**src/rtl/fall_scheduler.sv**
```systemverilog
// fall_scheduler: gravity, soft-drop, hard-drop and lock sequencing with level and speed tracking.
// Build option: define FALL_SCHEDULER_HARD_DROP_EN to include the HARD state and honour hard_drop.
module fall_scheduler #(
   parameter int LOCK_TICKS      = 8,
   parameter int SOFT_DIV        = 4,
   parameter int LINES_PER_LEVEL = 10,
   parameter int SPEED_STEP      = 7,
   parameter int FALL_MAX        = 75
) (
   input  logic       Clk,
   input  logic       Reset,
   input  logic       fall_tick,
   input  logic       spawn,
   input  logic       can_down,
   input  logic       soft_drop,
   input  logic       hard_drop,
   input  logic       clear_done,
   input  logic [2:0] lines_cleared,
   output logic       move_down,
   output logic       lock_piece,
   output logic [6:0] Fall_Count,
   output logic [3:0] level,
   output logic       game_over
);

   localparam int LCW = $clog2(LOCK_TICKS + 1);
   localparam int SCW = $clog2(SOFT_DIV + 1);

   typedef enum logic [2:0] {
      IDLE, FALL, HARD, GROUNDED, LOCK, CLEAR, OVER
   } state_t;

   state_t         state, state_nxt;
   logic [LCW-1:0] lock_cnt;
   logic [SCW-1:0] soft_cnt;
   logic [4:0]     line_acc;
   logic [5:0]     acc_sum;
   logic           hard_req, soft_step, step, lock_due, level_up;
   logic           move_down_nxt, lock_piece_nxt;

   function automatic logic [6:0] sat_fall_count(input logic [6:0] cur);
      int sum;
      sum = int'(cur) + SPEED_STEP;
      return (sum > FALL_MAX) ? 7'(FALL_MAX) : 7'(sum);
   endfunction

   function automatic logic [3:0] sat_level(input logic [3:0] cur);
      return (cur == 4'hF) ? cur : cur + 4'd1;
   endfunction

`ifdef FALL_SCHEDULER_HARD_DROP_EN
   assign hard_req = hard_drop;
`else
   logic unused_hard_drop;
   assign unused_hard_drop = hard_drop;
   assign hard_req         = 1'b0;
`endif

   // Gravity tick and soft-divider wrap merge into a single step event.
   assign soft_step = soft_drop && (soft_cnt == SCW'(SOFT_DIV - 1));
   assign step      = fall_tick || soft_step;
   assign lock_due  = fall_tick && (lock_cnt == LCW'(LOCK_TICKS - 1));
   assign acc_sum   = {1'b0, line_acc} + {3'b000, lines_cleared};
   assign level_up  = (acc_sum >= 6'(LINES_PER_LEVEL));

   always_ff @(posedge Clk or posedge Reset) begin
      if (Reset) state <= IDLE;
      else       state <= state_nxt;
   end

   always_comb begin
      state_nxt = state;
      case (state)
         IDLE:     if (spawn) state_nxt = can_down ? FALL : OVER;
         FALL: begin
            if (hard_req)               state_nxt = HARD;
            else if (step && !can_down) state_nxt = GROUNDED;
         end
`ifdef FALL_SCHEDULER_HARD_DROP_EN
         HARD:     if (!can_down) state_nxt = LOCK;
`endif
         GROUNDED: begin
            if (can_down)                  state_nxt = FALL;
            else if (hard_req || lock_due) state_nxt = LOCK;
         end
         LOCK:     state_nxt = CLEAR;
         CLEAR:    if (clear_done) state_nxt = IDLE;
         OVER:     state_nxt = OVER;
         default:  state_nxt = IDLE;
      endcase
   end

   always_comb begin
      move_down_nxt = 1'b0;
      case (state)
         FALL:    move_down_nxt = step && can_down && !hard_req;
`ifdef FALL_SCHEDULER_HARD_DROP_EN
         HARD:    move_down_nxt = can_down;
`endif
         default: move_down_nxt = 1'b0;
      endcase
      lock_piece_nxt = (state_nxt == LOCK);
   end

   // Outputs are registered copies of the decoded next values; counters live here too.
   always_ff @(posedge Clk or posedge Reset) begin
      if (Reset) begin
         move_down  <= 1'b0;
         lock_piece <= 1'b0;
         game_over  <= 1'b0;
         lock_cnt   <= '0;
         soft_cnt   <= '0;
         line_acc   <= '0;
         level      <= '0;
         Fall_Count <= '0;
      end else begin
         move_down  <= move_down_nxt;
         lock_piece <= lock_piece_nxt;
         game_over  <= (state_nxt == OVER);

         if (state != FALL || !soft_drop || soft_step) soft_cnt <= '0;
         else                                           soft_cnt <= soft_cnt + SCW'(1);

         if (state != GROUNDED || can_down) lock_cnt <= '0;
         else if (fall_tick)                lock_cnt <= lock_cnt + LCW'(1);

         if (state == CLEAR && clear_done) begin
            if (level_up) begin
               line_acc   <= 5'(acc_sum - 6'(LINES_PER_LEVEL));
               level      <= sat_level(level);
               Fall_Count <= sat_fall_count(Fall_Count);
            end else begin
               line_acc   <= acc_sum[4:0];
            end
         end
      end
   end

endmodule

```
**config.mk**
```make
export PLATFORM = sky130hd
export DESIGN_NAME = fall_scheduler
export DESIGN_NICKNAME = d
export VERILOG_FILES = /design/src/rtl/fall_scheduler.sv
export SDC_FILE = /design/constraint.sdc
export NUM_CORES = 1
export LEC_CHECK = 0
export ABC_AREA = 1
export CORE_UTILIZATION = 45
export CTS_BUF_LIST = sky130_fd_sc_hd__clkbuf_8 sky130_fd_sc_hd__clkbuf_16
export DETAILED_ROUTE_END_ITERATION = 16
export DONT_BUFFER_PORTS = 1
export RECOVER_POWER = 50
export SKIP_CTS_REPAIR_TIMING = 1
export SLEW_MARGIN = 10
export SYNTH_ARGS = -nofsm -noshare
export SYNTH_HDL_FRONTEND = slang
export SYNTH_SLANG_ARGS = --single-unit
```
**constraint.sdc**
```tcl
create_clock -name Clk -period 1.8 [get_ports Clk]
set_clock_uncertainty 0.1 [all_clocks]
set_input_delay 0.09 -clock Clk [delete_from_list [all_inputs] [get_ports Clk]]
set_output_delay 0.09 -clock Clk [all_outputs]
set_load 0.005 [all_outputs]
```
Word-level counts from Yosys, hierarchy flattened

Cells that the tools add are included.
W data, S select, Z words.

Register bits after elaboration: 29
Input port bits: 11
Output and inout bits: 14
Logic and storage cells: 58

Multiplexer cells: 13
Bitwise logic cells: 1
Equal/unequal tests: 12
Reduce and logical (&&, ||, !) cells: 15
Order comparisons: 2
$add $sub $neg: 6

Operators by type and width:

| kind                  | count |
|---|---|
| $mux W3               | 7 |
| $pmux W3 S6           | 1 |
| $eq A3 B3 Y1 const B  | 5 |
| $add A4 B1 Y4 const B | 2 |
| $add A7 B3 Y8 const B | 1 |
| $gt A8 B7 Y1 const B  | 1 |
| $mux W4               | 2 |
| $mux W7               | 1 |
| $add A5 B3 Y6         | 1 |
| $eq A3 B2 Y1 const B  | 2 |
| $ge A6 B4 Y1 const B  | 1 |
| $logic_and A1 B1 Y1   | 5 |
| $mux W5               | 1 |
| $sub A5 B4 Y5 const B | 1 |
| $eq A4 B3 Y1 const B  | 1 |
| $eq A4 B4 Y1 const B  | 1 |
| $logic_or A1 B1 Y1    | 4 |
| $add A3 B1 Y3 const B | 1 |
| $eq A3 B1 Y1 const B  | 1 |
| $logic_not A3 Y1      | 1 |
| $ne A3 B1 Y1 const B  | 1 |
| $ne A3 B2 Y1 const B  | 1 |
| $reduce_and A3 Y1     | 1 |
| $logic_not A1 Y1      | 2 |
| 4 further kinds       | 4 |

Longest topological paths before layout

Gate-level depths: netlist of the first run.

Depth in word-level cells: 7
Depth in mapped cells: 13
Gate-level depth less buffers: 13

Worst setup path after synthesis of the first run

OpenSTA, ideal clock, no wires.

Path kind: reg2reg
Start point: reg line_acc[0]
End point: reg Fall_Count[5]
Cell stages (with the launch flop): 11
Required time: 1617 ps
Buffers on the path: 1
Setup time: 83 ps
Period minus slack after synthesis: 2015 ps
Setup slack: -215 ps
Arrival time: 1832 ps
Cell sequence: dfrtp_1 -> ha_1 -> fa_1 -> xnor2_1 -> nand2_2 -> nand3_4 -> nand2_4 -> nand2_4 -> buf_6 -> nand2_1 -> o21ai_0

Longest elaborated chain between the ends: 3

Ends and longest elaborated chain:

| element                     | RTL line | RTL |
|---|---|---|
| start, declared             | 36       | `logic [4:0] line_acc;` |
| start signal, assigned      | 129      | `line_acc <= 5'(acc_sum - 6'(LINES_PER_LEVEL));` |
| start signal, assigned      | 133      | `line_acc <= acc_sum[4:0];` |
| $add A5 B3 Y6               | 63       | `assign acc_sum = {1'b0, line_acc} + {3'b000, lines_cleared};` |
| $ge A6 B4 Y1                | 64       | `assign level_up = (acc_sum >= 6'(LINES_PER_LEVEL));` |
| $reduce_and A2 Y1 (no line) | -        |  |
| end signal, assigned        | 131      | `Fall_Count <= sat_fall_count(Fall_Count);` |
| end, declared               | 21       | `output logic [6:0] Fall_Count,` |

No other way between the ends.
A chain may end at the register's enable or synchronous reset.

Final worst setup path of the first run

Start point: reg line_acc[0]
End point: reg Fall_Count[0]

Same word-level chain as after synthesis.

==> results of run 1 <==
## where the power goes
group,switching (W),internal [W],total (W)
combinational,0.00125,0.00101,0.00226
sequential,0.000250,0.000865,0.00112
clock,0.000279,0.000450,0.000729
## tightest hold or removal path: cells and delay by family
kind,cells,cell delay [ns]
compound gates,1,0.06
simple gates,2,0.15
## kinds of logic after synthesis
| kind of cell | Yosys count | synth area share |
|---|---|---|
| buf+inv | 35 | 0.0786 |
| fa+ha+maj | 10 | 0.0744 |
| xor+xnor | 5 | 0.0246 |
| compound gates | 20 | 0.0674 |
| flops | 29 | 0.407 |
| simple gates | 132 | 0.348 |
## cell type report
type,count,area (um^2)
Fill cell,337,1450
Timing Repair Buffer,26,238
Sequential cell,29,726
Inverter,33,126
Multi-Input combinational cell,168,1020
Tap cell,48,60.1
Clock inverter,2,37.5
Clock buffer,6,82.6
## cells in the mapped netlist (3+ instances only)
library cell,instances
nand4_1,3
ha_1,9
nor2_1,18
nand2_1,68
nor3_1,5
inv_1,32
xnor2_1,5
a21oi_1,5
dfrtp_1,29
o21ai_0,9
o21ai_2,3
nand3_1,26
## layer usage
| metal | global-route usage | vias up | wire length, um |
|---|---|---|---|
| li1 | - | 807 | - |
| met1 | 0.253 | 728 | 1800 |
| met2 | 0.286 | 32 | 1850 |
| met3 | 0.0810 | 7 | 182 |
| met4 | 0.0833 | 0 | 65 |
| met5 | 0 | - | 0 |
## path summary, 6_finish.rpt
check                      cells past startpoint            end  slack, ns
setup / recovery                              10  Fall_Count[0]      -0.23
hold / removal                                 3       state[2]      -0.05
setup reg to reg                              10  Fall_Count[0]      -0.23
hold reg to reg                                1    soft_cnt[0]       0.34
max in group asynchronous                      3  Fall_Count[0]       0.79
min in group asynchronous                      3       level[1]       0.34
## sequential cells by signal, summed over array words and instances (netlist names)
register / count
move_down: 1
soft_cnt: 3
level: 4
line_acc: 5
lock_piece: 1
state: 3
lock_cnt: 4
game_over: 1
Fall_Count: 7
## per-stage QoR
step,cells,power (W)
finish,312,0.00411
global placement,293,0.00292
detailed placement,293,0.00295
floorplan,231,0.00241
CTS,301,0.00369
global route,312,0.00444
==> results.tsv, run 1 <==
stage	metric	value	unit
power	power_density	1790	nW/um^2
outcome	status	complete, but fails checks	
clock_network	ctsLongestPathBuffers	2	
synthesis	synth_area	1780	um^2
synthesis	async_flop_share	1.00	
placement	gp_congestion	0.792	
timing	whs	-0.0471	ns
final_layout	layout_commonest_cell	nand2_1	
timing	setup_viol	15	
critical_path	cp-start-kind	flip-flop	
floorplan	initial_core_util	0.476	
hold_path	min_from	clear_done	
floorplan	die-height	64.9	um
route	first_pass_iters	4	
critical_path	cp.required	1.88	ns
global_routing	first_global_vias	1398	
placement	io_buffers	0	
timing	setup_slack	-0.235	ns
route	wirelength	3900	um
timing	drv_slew	0	
clock_network	cts_buffers	5	
final_layout	final_cell_mix	60 x nand2_1, 30 x inv_1, 29 x dfrtp_1, 24 x nand3_1, 17 x nor2_1	
critical_path	worstPathMaxFanout	4	
timing	slew_headroom	0.512	
critical_path	cp-end-kind	flip-flop	
route	vias	1574	
clock_network	clk_pin_slew	0.07	ns
global_routing	grt_overflow_total	0	
global_routing	grt_use_total	0.196	
clock_network	cts-root-buf	clkbuf_8	
final_layout	drive_above_1_share	0.231	
critical_path	crit_type	reg -> reg	
timing	worst_slew_pin_slew	0.732	ns
synthesis	syn_nets	252	
floorplan	ioPinCount	25	
critical_path	critPathTopFamily	adder cells	
global_routing	grt_antenna_before_repair	0	
critical_path	slowest_delay	0.55	ns
critical_path	crit_path_start	line_acc[0]	
final_layout	antenna_cells	0	
global_routing	grt_max_degree	30	
placement	place_hpwl	2640	um
timing	hold_viol_final	1	
placement	placed_area	1960	um^2
synthesis	synth_top_area_cell	dfrtp_1	
timing	clock.fmax	491	MHz
route	wl_per_cell	12.5	um
route	final_antenna_net_count	0	
critical_path	crit_path_top_delay_cell	fa_2	
placement	dp_slack	-0.216	ns
timing	fin_crit_sh	1.13	
global_routing	grt_pass1_wl	6130	um
timing	rsz0062_at_grt	yes	
floorplan	row_count	22	
synthesis	netlist_instances	231	
route	vias_per_cell	5.04	
outcome	violations	negative hold slack, negative setup slack	
synthesis	yosys_register_bits	29	
synthesis	yosysUniqueCellTypes	26	
final_layout	utilization	0.612	
final_layout	area_growth_syn_to_layout	28.5	%
synthesis	synth_ff_type	dfrtp_1	
synthesis	yosys_warnings	0	
clock_network	cts_sinks	29	
critical_path	critPathArrivalTime	2.12	ns
final_layout	design_area	2290	um^2
power	vdd_drop_max	0.738	mV
critical_path	cp_num_buf_inv	2	
route	drtIter0Drc	82	
clock_network	cts_tree	done	
clock_network	clk_latency	0.29	ns
synthesis	syn_avg_cell_area	7.72	um^2
critical_path	cpMostUsedCell	nor2_1	
run	maxCapViolations	0	
route	drcViolationCount	0	
final_layout	nNetsFinal	284	
floorplan	die_area	4220	um^2
synthesis	synth_enable_flop_cells	0	
critical_path	path_cells	ha_2, fa_2, inv_2, nand2_2, nand3_4, nand2_8, buf_12, nand3_1, nor2_1, nor2_1	
synthesis	synth.area.top_cells	dfrtp_1 41%, nand2_1 14%, nand3_1 7.3%	
timing	post-route-min-period	2.03	ns
synthesis	synth_top_area_frac	0.407	
critical_path	reg2reg_from	line_acc[0]	
synthesis	ys_seq_area_frac	0.407	
hold_path	worst_hold_path_type	in -> reg	
power	p_leak	1.12	nW
clock_network	cts.htree.levels	2	
timing	fin_tns_setup	-3.00	ns
floorplan	core	3740	um^2
floorplan	die_w	64.9	um
Power figures use the tool's default switching activity.
==> run 2: changes to the inputs <==
--- a/config.mk
+++ b/config.mk
@@ -7,7 +7,7 @@
 export LEC_CHECK = 0
 export ABC_AREA = 1
 export CORE_UTILIZATION = 45
-export CTS_BUF_LIST = sky130_fd_sc_hd__clkbuf_8 sky130_fd_sc_hd__clkbuf_16
+export CTS_BUF_LIST = sky130_fd_sc_hd__clkbuf_4
 export DETAILED_ROUTE_END_ITERATION = 16
 export DONT_BUFFER_PORTS = 1
 export RECOVER_POWER = 50
==> run 2 against run 1 <==
The flow still finishes with violations (negative hold slack, negative setup slack); combinational power down 3%; sequential power about the same; first-iteration DRC count down 24%; register-to-register slack better by 0.02 ns; cell area down 1.7%; sequential cell count unchanged; power down 6.1%; sequential share of layout area up 0.56 points; largest power group unchanged.
==> results.tsv, run 2 (synthesized netlist as in run 1, its figures left out) <==
stage	metric	value	unit	change
outcome	status	complete, but fails checks		
outcome	violations	negative hold slack, negative setup slack		
timing	worst_slew_pin_slew	0.732	ns	+0.000853 ns
floorplan	row_count	22		unchanged
route	drtIter0Drc	62		-24%
route	vias_per_cell	4.98		-1.3%
critical_path	critPathArrivalTime	2.15	ns	+0.03 ns
final_layout	utilization	0.601		-0.0107
floorplan	die_w	64.9	um	unchanged
route	wirelength	3760	um	-3.6%
global_routing	first_global_vias	1389		-0.64%
timing	fin_crit_sh	1.12		-0.0134
route	wl_met3	156	um	-14%
clock_network	cts.htree.levels	2		unchanged
timing	setup_slack	-0.211	ns	+0.0240 ns
global_routing	grt_overflow_total	0		unchanged
timing	whs	-0.0253	ns	+0.0217 ns
global_routing	grt_pass1_wl	6040	um	-1.5%
placement	io_buffers	0		unchanged
timing	slew_headroom	0.512		-0.000569
route	vias	1554		-1.3%
clock_network	cts_buffers	5		unchanged
critical_path	cp.required	1.94	ns	+0.06 ns
timing	clock.fmax	497	MHz	+1.2%
route	routed-wl-met2	1730	um	-6.6%
clock_network	cts-root-buf	clkbuf_4		
timing	rsz0062_at_grt	yes		
floorplan	die-height	64.9	um	unchanged
timing	fin_tns_setup	-2.67	ns	+0.324 ns
critical_path	cp-end-kind	flip-flop		
power	vdd_drop_max	0.814	mV	+10%
floorplan	core	3740	um^2	unchanged
route	final_antenna_net_count	0		unchanged
clock_network	cts_sinks	29		unchanged
final_layout	nNetsFinal	284		unchanged
timing	setup_viol	15		unchanged
clock_network	clk_latency	0.33	ns	+0.04 ns
run	maxCapViolations	0		unchanged
final_layout	antenna_cells	0		unchanged
critical_path	crit_type	reg -> reg		
clock_network	clk_pin_slew	0.10	ns	+0.03 ns
global_routing	grt_use_total	0.190		-0.00599
final_layout	regMostFlops	Fall_Count		
final_layout	fin_cells	312		unchanged
route	wl_per_cell	12.0	um	-3.6%
route	dr.max_layer_used	met4		
timing	hold_viol_final	2		+1
global_routing	grt_antenna_before_repair	0		unchanged
route	first_pass_iters	4		unchanged
placement	place_hpwl	2640	um	unchanged
global_routing	grt_max_degree	30		unchanged
placement	dp_cells	293		unchanged
placement	dp_slack	-0.216	ns	unchanged
final_layout	largest_reg_flops	7		unchanged
route	drcViolationCount	0		unchanged
floorplan	ioPinCount	25		unchanged
critical_path	worstPathMaxFanout	6		+2
route	m1WireLength	1810	um	+0.39%
final_layout	layout_commonest_cell	nand2_1		
final_layout	final_cell_mix	60 x nand2_1, 30 x inv_1, 29 x dfrtp_1, 24 x nand3_1, 17 x nor2_1		
placement	gp_congestion	0.792		unchanged
final_layout	area_growth_syn_to_layout	26.2	%	
final_layout	top_regs	Fall_Count (7), line_acc (5)		
final_layout	fillCellCount	349		+3.6%
clock_network	cts_tree	done		
timing	post-route-min-period	2.01	ns	-0.0240 ns
floorplan	initial_core_util	0.476		unchanged
power	p_leak	1.10	nW	-1.7%
final_layout	drive_above_1_share	0.235		+0.00379
timing	drv_slew	0		unchanged
critical_path	cp-start-kind	flip-flop		
power	power.total	0.00386	W	-6.1%
power	power_density	1710	nW/um^2	-4.4%
hold_path	worst_hold_path_type	in -> reg		
floorplan	die_area	4220	um^2	unchanged
clock_network	ctsLongestPathBuffers	2		unchanged
-- run 2: changes by cell type in the layout (fill, tap and decap cells not counted), moves of 2 or more --
cell / change
clkbuf_4: +5
clkbuf_8: -6
ha_2: +2
nand2_2: -2
nand2_4: +2
-- run 2: through the flow --
| step | hold slack (ns) | instance area, um^2 |
|---|---|---|
| 2_1_floorplan | 0.0681 | 1800 |
| 5_1_grt | 0.0105 | 2250 |
| 3_3_place_gp | -0.0217 | 1960 |
| 4_1_cts | -0.396 | 2040 |
| 6_report | -0.0253 | 2250 |
| 3_5_place_dp | -0.0175 | 1960 |
-- run 2: layer usage --
metal	up-vias	GRT usage
met2	29	0.279
met5	-	0
met4	0	0.0917
li1	806	-
met3	7	0.0599
met1	712	0.252
-- run 2: final timing paths --
check,from,to,slack (ns),depth (start not counted)
worst max register to register,line_acc[0],Fall_Count[0],-0.21,12
worst max-delay path,line_acc[0],Fall_Count[0],-0.21,12
worst min-delay path,spawn,state[0],-0.03,3
worst min register to register,soft_cnt[0],soft_cnt[0],0.34,1
min in group asynchronous,Reset,move_down,0.29,3
max in group asynchronous,Reset,Fall_Count[5],0.84,3
-- run 2: power by group --
group / switching, W / internal, W / total, W / leakage (nW)
logic: 0.00121 / 0.000981 / 0.00219 / 0.687
registers: 0.000259 / 0.000863 / 0.00112 / 0.379
clock network: 0.000254 / 0.000287 / 0.000542 / 0.0389
total: 0.00172 / 0.00213 / 0.00386 / 1.10
-- run 2: worst max-delay path: stages (launching register included) --
cell	delay, ns
dfrtp_1	0.39
ha_2	0.19
fa_2	0.37
nand2_1	0.08
nand2_1	0.06
nand3_2	0.06
nand2_2	0.07
nor2_4	0.15
nand2_8	0.10
nand2_8	0.12
inv_2	0.05
nor2_1	0.10
nor2_1	0.06
-- run 2: final cells by class --
class,instances,area [um^2],area share
well taps,48,60.1,0.0267
multi-input cells,168,1030,0.460
flip-flops and latches,29,726,0.322
repair buffers,26,228,0.101
inverters,33,124,0.0550
clock buffers,5,37.5,0.0167
clock inverters,3,41.3,0.0183
